## src/rtl/fm_pattern_gen_if.sv

```systemverilog
// Monitoring-word stream between the pattern generator and its consumer.
// The master drives data/channel/valid; the slave answers with ready.
interface fm_pattern_gen_if #(
    parameter int DATA_WIDTH = 32,
    parameter int NUM_CH     = 4
);
    localparam int CW = $clog2(NUM_CH);

    logic [DATA_WIDTH-1:0] mon_data;
    logic [CW-1:0]         mon_ch;
    logic                  mon_vld;
    logic                  mon_ready;

    modport master (output mon_data, output mon_ch, output mon_vld, input mon_ready);
    modport slave  (input mon_data, input mon_ch, input mon_vld, output mon_ready);
endinterface

```

## src/rtl/fm_pattern_gen.sv

```systemverilog
// Monitoring-word generator: replays a small pattern memory as bursts on every
// channel, or round-robin forwards live channel words, through one output slice.
module fm_pattern_gen #(
    parameter int DATA_WIDTH = 32,
    parameter int NUM_CH     = 4,
    parameter int DEPTH      = 8,
    parameter int GAP_CYCLES = 4
) (
    input  logic                         clk,
    input  logic                         rst,
    input  logic [1:0]                   mode,
    input  logic                         start,
    input  logic [$clog2(DEPTH):0]       burst_len,
    input  logic                         pat_we,
    input  logic [$clog2(DEPTH)-1:0]     pat_waddr,
    input  logic [DATA_WIDTH-2:0]        pat_wdata,
    input  logic [NUM_CH*DATA_WIDTH-1:0] pt_data,
    input  logic [NUM_CH-1:0]            pt_vld,
    output logic [NUM_CH-1:0]            pt_ready,
    fm_pattern_gen_if.master             mon,
    output logic                         busy,
    output logic [15:0]                  burst_cnt
);
    localparam int AW = $clog2(DEPTH);
    localparam int LW = AW + 1;
    localparam int CW = $clog2(NUM_CH);
    localparam int GW = $clog2(GAP_CYCLES + 1);

    typedef enum logic [1:0] {ST_IDLE, ST_SEND, ST_GAP, ST_PASS} state_t;

    state_t                state_reg;
    logic [DATA_WIDTH-2:0] mem_reg [DEPTH];
    logic [DATA_WIDTH-1:0] mon_data_reg;
    logic [CW-1:0]         mon_ch_reg;
    logic                  mon_vld_reg;
    logic [CW-1:0]         ch_reg;
    logic [AW-1:0]         idx_reg;
    logic [LW-1:0]         len_reg;
    logic                  done_reg;
    logic [CW-1:0]         rr_ptr_reg;
    logic [GW-1:0]         gap_cnt_reg;
    logic [15:0]           burst_cnt_reg;

    logic [DATA_WIDTH-1:0] pt_word [NUM_CH];
    logic                  slice_free;
    logic [LW-1:0]         len_clamped;
    logic                  gap_done;
    logic                  launch;
    logic                  idx_last;
    logic                  grant_valid;
    logic [CW-1:0]         grant_ch;
    logic                  pass_grant;

    for (genvar gi = 0; gi < NUM_CH; gi++) begin : g_pt_word
        assign pt_word[gi] = pt_data[gi*DATA_WIDTH +: DATA_WIDTH];
    end

    // Register-based pattern store: it must clear on reset and be readable in
    // the same cycle a word is loaded into the output slice.
    always_ff @(posedge clk) begin
        for (int i = 0; i < DEPTH; i++) begin
            if (!rst) begin
                mem_reg[i] <= '0;
            end else if (pat_we && pat_waddr == AW'(i)) begin
                mem_reg[i] <= pat_wdata;
            end
        end
    end

    assign slice_free  = !mon_vld_reg || mon.mon_ready;
    assign len_clamped = (burst_len > LW'(DEPTH)) ? LW'(DEPTH) : burst_len;
    assign gap_done    = (gap_cnt_reg == GW'(GAP_CYCLES - 1));
    assign idx_last    = ({1'b0, idx_reg} == len_reg - LW'(1));
    assign launch      = (burst_len != '0) &&
                         ((state_reg == ST_IDLE && start && (mode == 2'd1 || mode == 2'd2)) ||
                          (state_reg == ST_GAP && gap_done && mode == 2'd2));

    // Search starts at rr_ptr_reg, which always names the channel after the last grant.
    always_comb begin
        int c;
        c           = 0;
        grant_valid = 1'b0;
        grant_ch    = '0;
        for (int k = 0; k < NUM_CH; k++) begin
            c = int'(rr_ptr_reg) + k;
            if (c >= NUM_CH) begin
                c = c - NUM_CH;
            end
            if (!grant_valid && pt_vld[CW'(c)]) begin
                grant_valid = 1'b1;
                grant_ch    = CW'(c);
            end
        end
    end

    assign pass_grant = rst && state_reg == ST_PASS && mode == 2'd3 && slice_free && grant_valid;
    assign pt_ready   = pass_grant ? ({{(NUM_CH-1){1'b0}}, 1'b1} << grant_ch) : '0;

    always_ff @(posedge clk) begin
        if (!rst) begin
            state_reg     <= ST_IDLE;
            mon_data_reg  <= '0;
            mon_ch_reg    <= '0;
            mon_vld_reg   <= 1'b0;
            ch_reg        <= '0;
            idx_reg       <= '0;
            len_reg       <= '0;
            done_reg      <= 1'b0;
            rr_ptr_reg    <= '0;
            gap_cnt_reg   <= '0;
            burst_cnt_reg <= '0;
        end else if (launch) begin
            // Word 0 of channel 0 goes straight into the slice; pointers name the next word.
            state_reg    <= ST_SEND;
            mon_data_reg <= {1'b1, mem_reg[0]};
            mon_ch_reg   <= '0;
            mon_vld_reg  <= 1'b1;
            len_reg      <= len_clamped;
            done_reg     <= 1'b0;
            if (len_clamped == LW'(1)) begin
                idx_reg <= '0;
                ch_reg  <= CW'(1);
            end else begin
                idx_reg <= AW'(1);
                ch_reg  <= '0;
            end
        end else begin
            case (state_reg)
                ST_IDLE: begin
                    if (mode == 2'd3) begin
                        state_reg <= ST_PASS;
                    end
                end
                ST_SEND: begin
                    if (slice_free) begin
                        if (done_reg) begin
                            mon_vld_reg   <= 1'b0;
                            state_reg     <= ST_GAP;
                            gap_cnt_reg   <= '0;
                            burst_cnt_reg <= burst_cnt_reg + 16'd1;
                        end else begin
                            mon_data_reg <= {1'b1, mem_reg[idx_reg]};
                            mon_ch_reg   <= ch_reg;
                            mon_vld_reg  <= 1'b1;
                            if (idx_last) begin
                                idx_reg <= '0;
                                if (ch_reg == CW'(NUM_CH - 1)) begin
                                    done_reg <= 1'b1;
                                end else begin
                                    ch_reg <= ch_reg + CW'(1);
                                end
                            end else begin
                                idx_reg <= idx_reg + AW'(1);
                            end
                        end
                    end
                end
                ST_GAP: begin
                    if (gap_done) begin
                        state_reg <= ST_IDLE;
                    end else begin
                        gap_cnt_reg <= gap_cnt_reg + GW'(1);
                    end
                end
                default: begin
                    if (slice_free) begin
                        if (pass_grant) begin
                            mon_data_reg <= pt_word[grant_ch];
                            mon_ch_reg   <= grant_ch;
                            mon_vld_reg  <= 1'b1;
                            rr_ptr_reg   <= (grant_ch == CW'(NUM_CH - 1)) ? '0 : grant_ch + CW'(1);
                        end else begin
                            mon_vld_reg <= 1'b0;
                            if (mode != 2'd3) begin
                                state_reg <= ST_IDLE;
                            end
                        end
                    end
                end
            endcase
        end
    end

    assign mon.mon_data = mon_data_reg;
    assign mon.mon_ch   = mon_ch_reg;
    assign mon.mon_vld  = mon_vld_reg;
    assign busy         = (state_reg != ST_IDLE);
    assign burst_cnt    = burst_cnt_reg;
endmodule

```

## src/flat_wrapper.sv

```systemverilog
// flat-port wrapper written by rule: the top's interface ports become plain ports
module fm_pattern_gen_flat 
#(
    parameter int DATA_WIDTH = 32,
    parameter int NUM_CH     = 4,
    parameter int DEPTH      = 8,
    parameter int GAP_CYCLES = 4
)
  (clk, rst, mode, start, burst_len, pat_we, pat_waddr, pat_wdata, pt_data, pt_vld, pt_ready, busy, burst_cnt, mon_mon_data, mon_mon_ch, mon_mon_vld, mon_mon_ready);
  fm_pattern_gen_if #(.DATA_WIDTH(DATA_WIDTH), .NUM_CH(NUM_CH)) mon_i ();
  input  logic clk;
  input  logic rst;
  input  logic [1:0] mode;
  input  logic start;
  input  logic [$clog2(DEPTH):0] burst_len;
  input  logic pat_we;
  input  logic [$clog2(DEPTH)-1:0] pat_waddr;
  input  logic [DATA_WIDTH-2:0] pat_wdata;
  input  logic [NUM_CH*DATA_WIDTH-1:0] pt_data;
  input  logic [NUM_CH-1:0] pt_vld;
  output logic [NUM_CH-1:0] pt_ready;
  output logic busy;
  output logic [15:0] burst_cnt;
  output wire logic [$bits(mon_i.mon_data)-1:0] mon_mon_data;
  output wire logic [$bits(mon_i.mon_ch)-1:0] mon_mon_ch;
  output wire logic [$bits(mon_i.mon_vld)-1:0] mon_mon_vld;
  input wire logic [$bits(mon_i.mon_ready)-1:0] mon_mon_ready;
  assign mon_mon_data = mon_i.mon_data;
  assign mon_mon_ch = mon_i.mon_ch;
  assign mon_mon_vld = mon_i.mon_vld;
  assign mon_i.mon_ready = mon_mon_ready;
  fm_pattern_gen #(.DATA_WIDTH(DATA_WIDTH), .NUM_CH(NUM_CH), .DEPTH(DEPTH), .GAP_CYCLES(GAP_CYCLES)) u_core (.clk(clk), .rst(rst), .mode(mode), .start(start), .burst_len(burst_len), .pat_we(pat_we), .pat_waddr(pat_waddr), .pat_wdata(pat_wdata), .pt_data(pt_data), .pt_vld(pt_vld), .pt_ready(pt_ready), .mon(mon_i), .busy(busy), .burst_cnt(burst_cnt));
endmodule
```

## config.mk

```make
export PLATFORM = sky130hd
export DESIGN_NAME = fm_pattern_gen_flat
export DESIGN_NICKNAME = d
export VERILOG_FILES = /design/src/rtl/fm_pattern_gen_if.sv /design/src/rtl/fm_pattern_gen.sv /design/src/flat_wrapper.sv
export SDC_FILE = /design/constraint.sdc
export NUM_CORES = 1
export LEC_CHECK = 0
export CAP_MARGIN = 20
export CORE_UTILIZATION = 51
export CTS_BUF_LIST = sky130_fd_sc_hd__clkbuf_8
export DETAILED_ROUTE_END_ITERATION = 12
export GPL_TIMING_DRIVEN = 0
export PLACE_DENSITY = 0.79
export RECOVER_POWER = 25
export SKIP_CTS_REPAIR_TIMING = 1
export SYNTH_ARGS = -nofsm -noshare
export SYNTH_HDL_FRONTEND = slang
export SYNTH_SLANG_ARGS = --single-unit
```

## constraint.sdc

```tcl
create_clock -name clk -period 3.6 [get_ports clk]
set_input_delay 0.54 -clock clk [delete_from_list [all_inputs] [get_ports clk]]
set_output_delay 0.54 -clock clk [all_outputs]
set_load 0.01 [all_outputs]
```

### Word level (Yosys, flattened, before mapping)

Memory sizes are Yosys's and may differ from the RTL's. A register that Yosys moved wholly into a read port is not among the register bits.
Cells that the tools add are included.

| operators by class | value |
|---|---|
| $add $sub $neg | 13 |
| multiply operators | 0 |
| divide/modulo/power cells | 0 |
| order comparisons | 10 |
| equal/unequal tests | 35 |
| shift operators | 1 |
| mux-type cells | 111 |
| bitwise logic cells | 13 |
| reductions and logical operators | 55 |

Operators with widths:

| cell | count |
|---|---|
| 31-bit 2-to-1 mux | 8 |
| 32-bit 2-to-1 mux | 7 |
| 32-bit binary-select mux with 2-bit select | 1 |
| 32-bit case mux with 2 select lines | 1 |
| 2-bit 2-to-1 mux | 26 |
| 1-bit 2-to-1 mux | 48 |
| 3-bit 2-to-1 mux | 10 |
| 1-bit logical AND | 20 |
| 16-bit by 1-bit adder with 16-bit output (second input constant) | 1 |
| 2-bit by 4-bit less-than comparator with 1-bit output (second input constant) | 4 |
| 4-bit AND reduction | 4 |
| 7-bit AND reduction | 2 |
| 2-bit equality test (second input constant) | 6 |
| 3-bit equality test (second input constant) | 4 |
| 3-bit >= comparator (second input constant) | 4 |
| 2-bit nonzero test | 6 |
| 4-bit nonzero test | 3 |
| 2-bit by 1-bit inequality test with 1-bit output (second input constant) | 5 |
| 2-bit inequality test (second input constant) | 5 |
| 5-bit AND reduction | 2 |
| 3-bit by 2-bit equality test with 1-bit output (second input constant) | 3 |
| 3-bit by 1-bit inequality test with 1-bit output (second input constant) | 3 |
| 1-bit binary-select mux with 2-bit select | 4 |
| 4-bit 2-to-1 mux | 2 |
| other kinds (34) | 59 |

| word-level totals | value |
|---|---|
| flip-flop bits (word level) | 68 |
| bits in latches | 0 |
| RAM bits | 248 |
| ROM bits | 0 |
| input port bits | 177 |
| output and inout port bits | 56 |
| logic and storage cells | 251 |
| memories kept | 1 |

Memories:

| name | depth | bits a word | rd ports | clocked after memory_dff | wr ports | RTL line | source |
|---|---|---|---|---|---|---|---|
| u_core.mem_reg | 8 | 31 | 2 | 1 | 8 | fm_pattern_gen.sv:32 | `logic [DATA_WIDTH-2:0] mem_reg [DEPTH];` |

### Depth between registers and ports, before layout

| logic depth | value |
|---|---|
| word-level depth | 23 |
| mapped depth | 10 |
| gate-level depth less buffers | 8 |

### Worst setup path before layout

No wires, ideal clock.

| timing path | value |
|---|---|
| path kind | input-to-reg |
| from | input port pat_waddr[2] |
| to | memory u_core.mem_reg[0][0] (netlist name) (enable) |
| setup time | 467 ps |
| arrival | 3074 ps |
| required time | 3133 ps |
| setup slack | 59 ps |
| stages on the path | 2 |
| path buffers | 0 |
| path through | nand2b_1 > o31ai_1 |

RTL lines:

| what | RTL line | source |
|---|---|---|
| from (decl) | flat_wrapper.sv:17 | `input logic [$clog2(DEPTH)-1:0] pat_waddr;` |
| to (decl) | fm_pattern_gen.sv:32 |  |

### Final worst setup path

| timing path | value |
|---|---|
| from | input port pt_vld[1] |
| to | output port pt_ready[1] |

| between the ends | value |
|---|---|
| word-level cells in the longest chain between the ends | 15 |
| elaborated cells between the ends (all ways) | 29 |
| those cells by class | shift: 1; mux: 21; reduce/logical: 7 |

Ends and longest elaborated chain:

| what | RTL line | source |
|---|---|---|
| from (decl) | flat_wrapper.sv:20 | `input logic [NUM_CH-1:0] pt_vld;` |
| 1-bit binary-select mux with 2-bit select | fm_pattern_gen.sv:89 | `if (!grant_valid && pt_vld[CW'(c)]) begin` |
| 1-bit 2-to-1 mux (not written as such) (2 in series) | fm_pattern_gen.sv:89 |  |
| 1-bit 2-to-1 mux | fm_pattern_gen.sv:89 |  |
| 1-bit zero test | fm_pattern_gen.sv:89 |  |
| 1-bit logical AND | fm_pattern_gen.sv:89 |  |
| 1-bit 2-to-1 mux | fm_pattern_gen.sv:89 |  |
| 1-bit zero test | fm_pattern_gen.sv:89 |  |
| 1-bit logical AND | fm_pattern_gen.sv:89 |  |
| 1-bit 2-to-1 mux | fm_pattern_gen.sv:89 |  |
| 1-bit zero test | fm_pattern_gen.sv:89 |  |
| 1-bit logical AND | fm_pattern_gen.sv:89 |  |
| 2-bit 2-to-1 mux or 1-bit 2-to-1 mux (tied branches) | fm_pattern_gen.sv:89 |  |
| 1-bit by 2-bit left shift with 4-bit output or 1-bit logical AND (tied branches) | fm_pattern_gen.sv:97, fm_pattern_gen.sv:96 |  |
| 4-bit 2-to-1 mux * | fm_pattern_gen.sv:97 | `assign pt_ready = pass_grant ? ({{(NUM_CH-1){1'b0}}, 1'b1} << grant_ch) : '0;` |
| to (decl) | flat_wrapper.sv:21 | `output logic [NUM_CH-1:0] pt_ready;` |

Mark *: on every way between the ends. The rest lies on a longest branch, timed or not. The select of a mux whose other input is x is not followed.

==> impl_metrics.env <==
export IMPL_endpoint_kind="primary output"
export IMPL_critPathMaxStageDelay_ps=480
export IMPL_drc_errors=0
export IMPL_skew_ps=22.6
export IMPL_critical_path_class="in2out"
export IMPL_tritoncts="yes"
export IMPL_firstDrtPassIters=7
export IMPL_row_count=63
export IMPL_p_per_area_nw_per_um2=502
export IMPL_synthDistinctLibCells=61
export IMPL_relSlewSlack=-0.604
export IMPL_path_max_fanout=20
export IMPL_cp_cell_sequence="clkdlybuf4s50_1, nand2b_1, o221ai_1, and2_2, buf_4, inv_1, ha_1, and2_1, clkdlybuf4s50_1"
export IMPL_wl_per_cell_um=22.6
export IMPL_io_pins=233
export IMPL_critPathRequiredTime_ps=3060
export IMPL_status="finished, violations left"
export IMPL_antenna_found_initial=4
export IMPL_core_area_um2=30000
export IMPL_ys_flop_type="edfxtp_1"
export IMPL_wirelength_um=42600
export IMPL_initial_core_util=0.524
export IMPL_dieArea_um2=31600
export IMPL_clk_path_buf_depth=3
export IMPL_first_global_vias=11200
export IMPL_largest_reg_flops=248
export IMPL_grt_setup_unrepaired="false"
export IMPL_crit_path_frequent_cell="clkdlybuf4s50_1"
export IMPL_syn_nets=1351
export IMPL_die_y_um=178
export IMPL_cp_start_kind="input port"
export IMPL_path_clk_slew_ps=60
export IMPL_p_leak_uw=0.00713
export IMPL_layout_drive_gt1_share=0.115
export IMPL_ant_nets=0
export IMPL_regArea_um2=8870
export IMPL_hold_viol=0
export IMPL_cp_data_arrival_time_ps=2890
export IMPL_vdd_drop_max_v=0.000258
export IMPL_htreeDepth=2
export IMPL_num_vias=11000
export IMPL_grt_max_degree=19
export IMPL_grtUsageTotal=0.270
export IMPL_final_common_cell="and2_1"
export IMPL_cpLargestDelayFamily="buffers and inverters"
export IMPL_fillers=2173
export IMPL_insertion_delay_ps=590
export IMPL_wl_met3_um=3860
export IMPL_slew_viol_final=99
export IMPL_cts_buffers=50
export IMPL_yosysWarnings=0
export IMPL_hp_class="reg2reg"
export IMPL_syn_to_final_growth_pct=25.4
export IMPL_netlist_area_um2=15700
export IMPL_top_layer="met5"
export IMPL_grt_pass1_wl_um=63000
export IMPL_fin_crit_sh=0.953
export IMPL_drt_iter0_markers=855
export IMPL_clock_sinks=319
export IMPL_hpwl_um=31200
export IMPL_gp_congestion=0.870
export IMPL_synth_edf_count=248
export IMPL_die_w_um=178
export IMPL_final_core_util=0.657
export IMPL_ys_ff_latch=319
export IMPL_async_reset_ff_frac=0
export IMPL_period_minus_slack_ps=3430
export IMPL_multiInputGateArea_um2=6400
export IMPL_wl_met1_um=16000
export IMPL_tightest_slew_ps=2390
export IMPL_viasPerCell=5.83
export IMPL_fin_nets=1643
export IMPL_yosysSeqAreaShare=0.564
export IMPL_layout_common_cells="253 x and2_1, 248 x edfxtp_1, 202 x clkdlybuf4s50_1, 71 x dfxtp_1, 67 x mux2i_1"
export IMPL_cap_violations=7
export IMPL_synth_cells=1157
export IMPL_setup_viol=0
export IMPL_gr_total_overflow=0
export IMPL_max_freq_mhz=291
export IMPL_hold_ws_ps=468
export IMPL_io_buffers=232
export IMPL_cpMaxStageDelayCell="clkdlybuf4s50_1"
export IMPL_clockRootBuffer="clkbuf_8"
export IMPL_violations="capacitance limit, slew limit"
export IMPL_synth_avg_cell_area_um2=13.6
export IMPL_met2_length_um=21100
export IMPL_timing_critical_path_buf_inv=4
==> layer usage <==
metal | vias to the layer above | GRT usage
met3 | 116 | 0.0651
met1 | 5366 | 0.315
met2 | 532 | 0.471
met5 | - | 0
li1 | 4960 | -
met4 | 6 | 0.124
==> power breakdown <==
| part | internal (µW) | switching [µW] |
|---|---|---|
| sequential | 4340 | 170 |
| combinational | 1150 | 1260 |
| clock | 1560 | 1430 |
==> metrics by stage <==
step / power, µW / setup TNS [ps] / std cells / setup slack [ps] / cell area [µm²]
final: 9910 / 0 / 1883 / 169 / 19700
after global routing: 10300 / 0 / 1881 / 48.9 / 19700
after CTS: 10000 / -356 / 1883 / -130 / 19900
after detailed placement: 7050 / -298 / 1789 / -116 / 18900
after global placement: 6950 / -570310 / 1779 / -2640 / 18500
after floorplan: 5920 / 0 / 1157 / 59.0 / 15700
==> worst paths after layout <==
check                              from                endpoint  slack, ps  cells after the start
setup reg to reg              flip-flop  u_core.mon.mon_data[1]        630                      7
hold reg to reg   u_core.gap_cnt_reg[2]   u_core.gap_cnt_reg[2]        470                      2
hold / removal    u_core.gap_cnt_reg[2]   u_core.gap_cnt_reg[2]        470                      2
setup / recovery              pt_vld[1]             pt_ready[1]        170                      9
==> synth_stat cells, types with 28 or more instances <==
cell type	number	area (µm²)
a22oi_1	31	233
and2_1	257	1610
clkbuf_1	44	165
dfxtp_1	71	1420
edfxtp_1	248	7450
mux2_2	32	360
mux2i_1	67	671
mux4_1	44	1160
nor2_1	40	150
o21ai_0	31	155
o21ai_1	40	200
o221a_1	28	315
==> cell families (layout without fill, tap and decap cells) <==
| kind of cell | count (synthesis) | count (layout) | share of synthesized area |
|---|---|---|---|
| adder cells (fa/ha/maj) | 17 | 17 | 0.0135 |
| buffers and inverters | 94 | 428 | 0.0298 |
| XOR/XNOR | 19 | 19 | 0.0106 |
| other | 0 | 2 | 0 |
| multiplexers | 161 | 161 | 0.165 |
| AO/OA/AOI/OAI | 171 | 171 | 0.0772 |
| flip-flops | 319 | 319 | 0.564 |
| AND/OR/NAND/NOR | 376 | 376 | 0.140 |
==> layout make-up <==
| class | count | area share |
|---|---|---|
| clock buffers | 55 | 0.0384 |
| well taps | 390 | 0.0247 |
| repair buffers | 242 | 0.129 |
| multi-input cells | 744 | 0.324 |
| plain buffers | 76 | 0.0200 |
| inverters | 16 | 0.00304 |
| flip-flops and latches | 319 | 0.450 |
| clock inverters | 39 | 0.0112 |
| diodes | 2 | 0.000254 |
==> tightest hold or removal path: cells and delay by family (launching register included) <==
family,cells,cell delay (ps)
compound gates,1,50
flops,1,310
simple gates,1,60
Note: power is estimated with default switching activity, not from simulation.
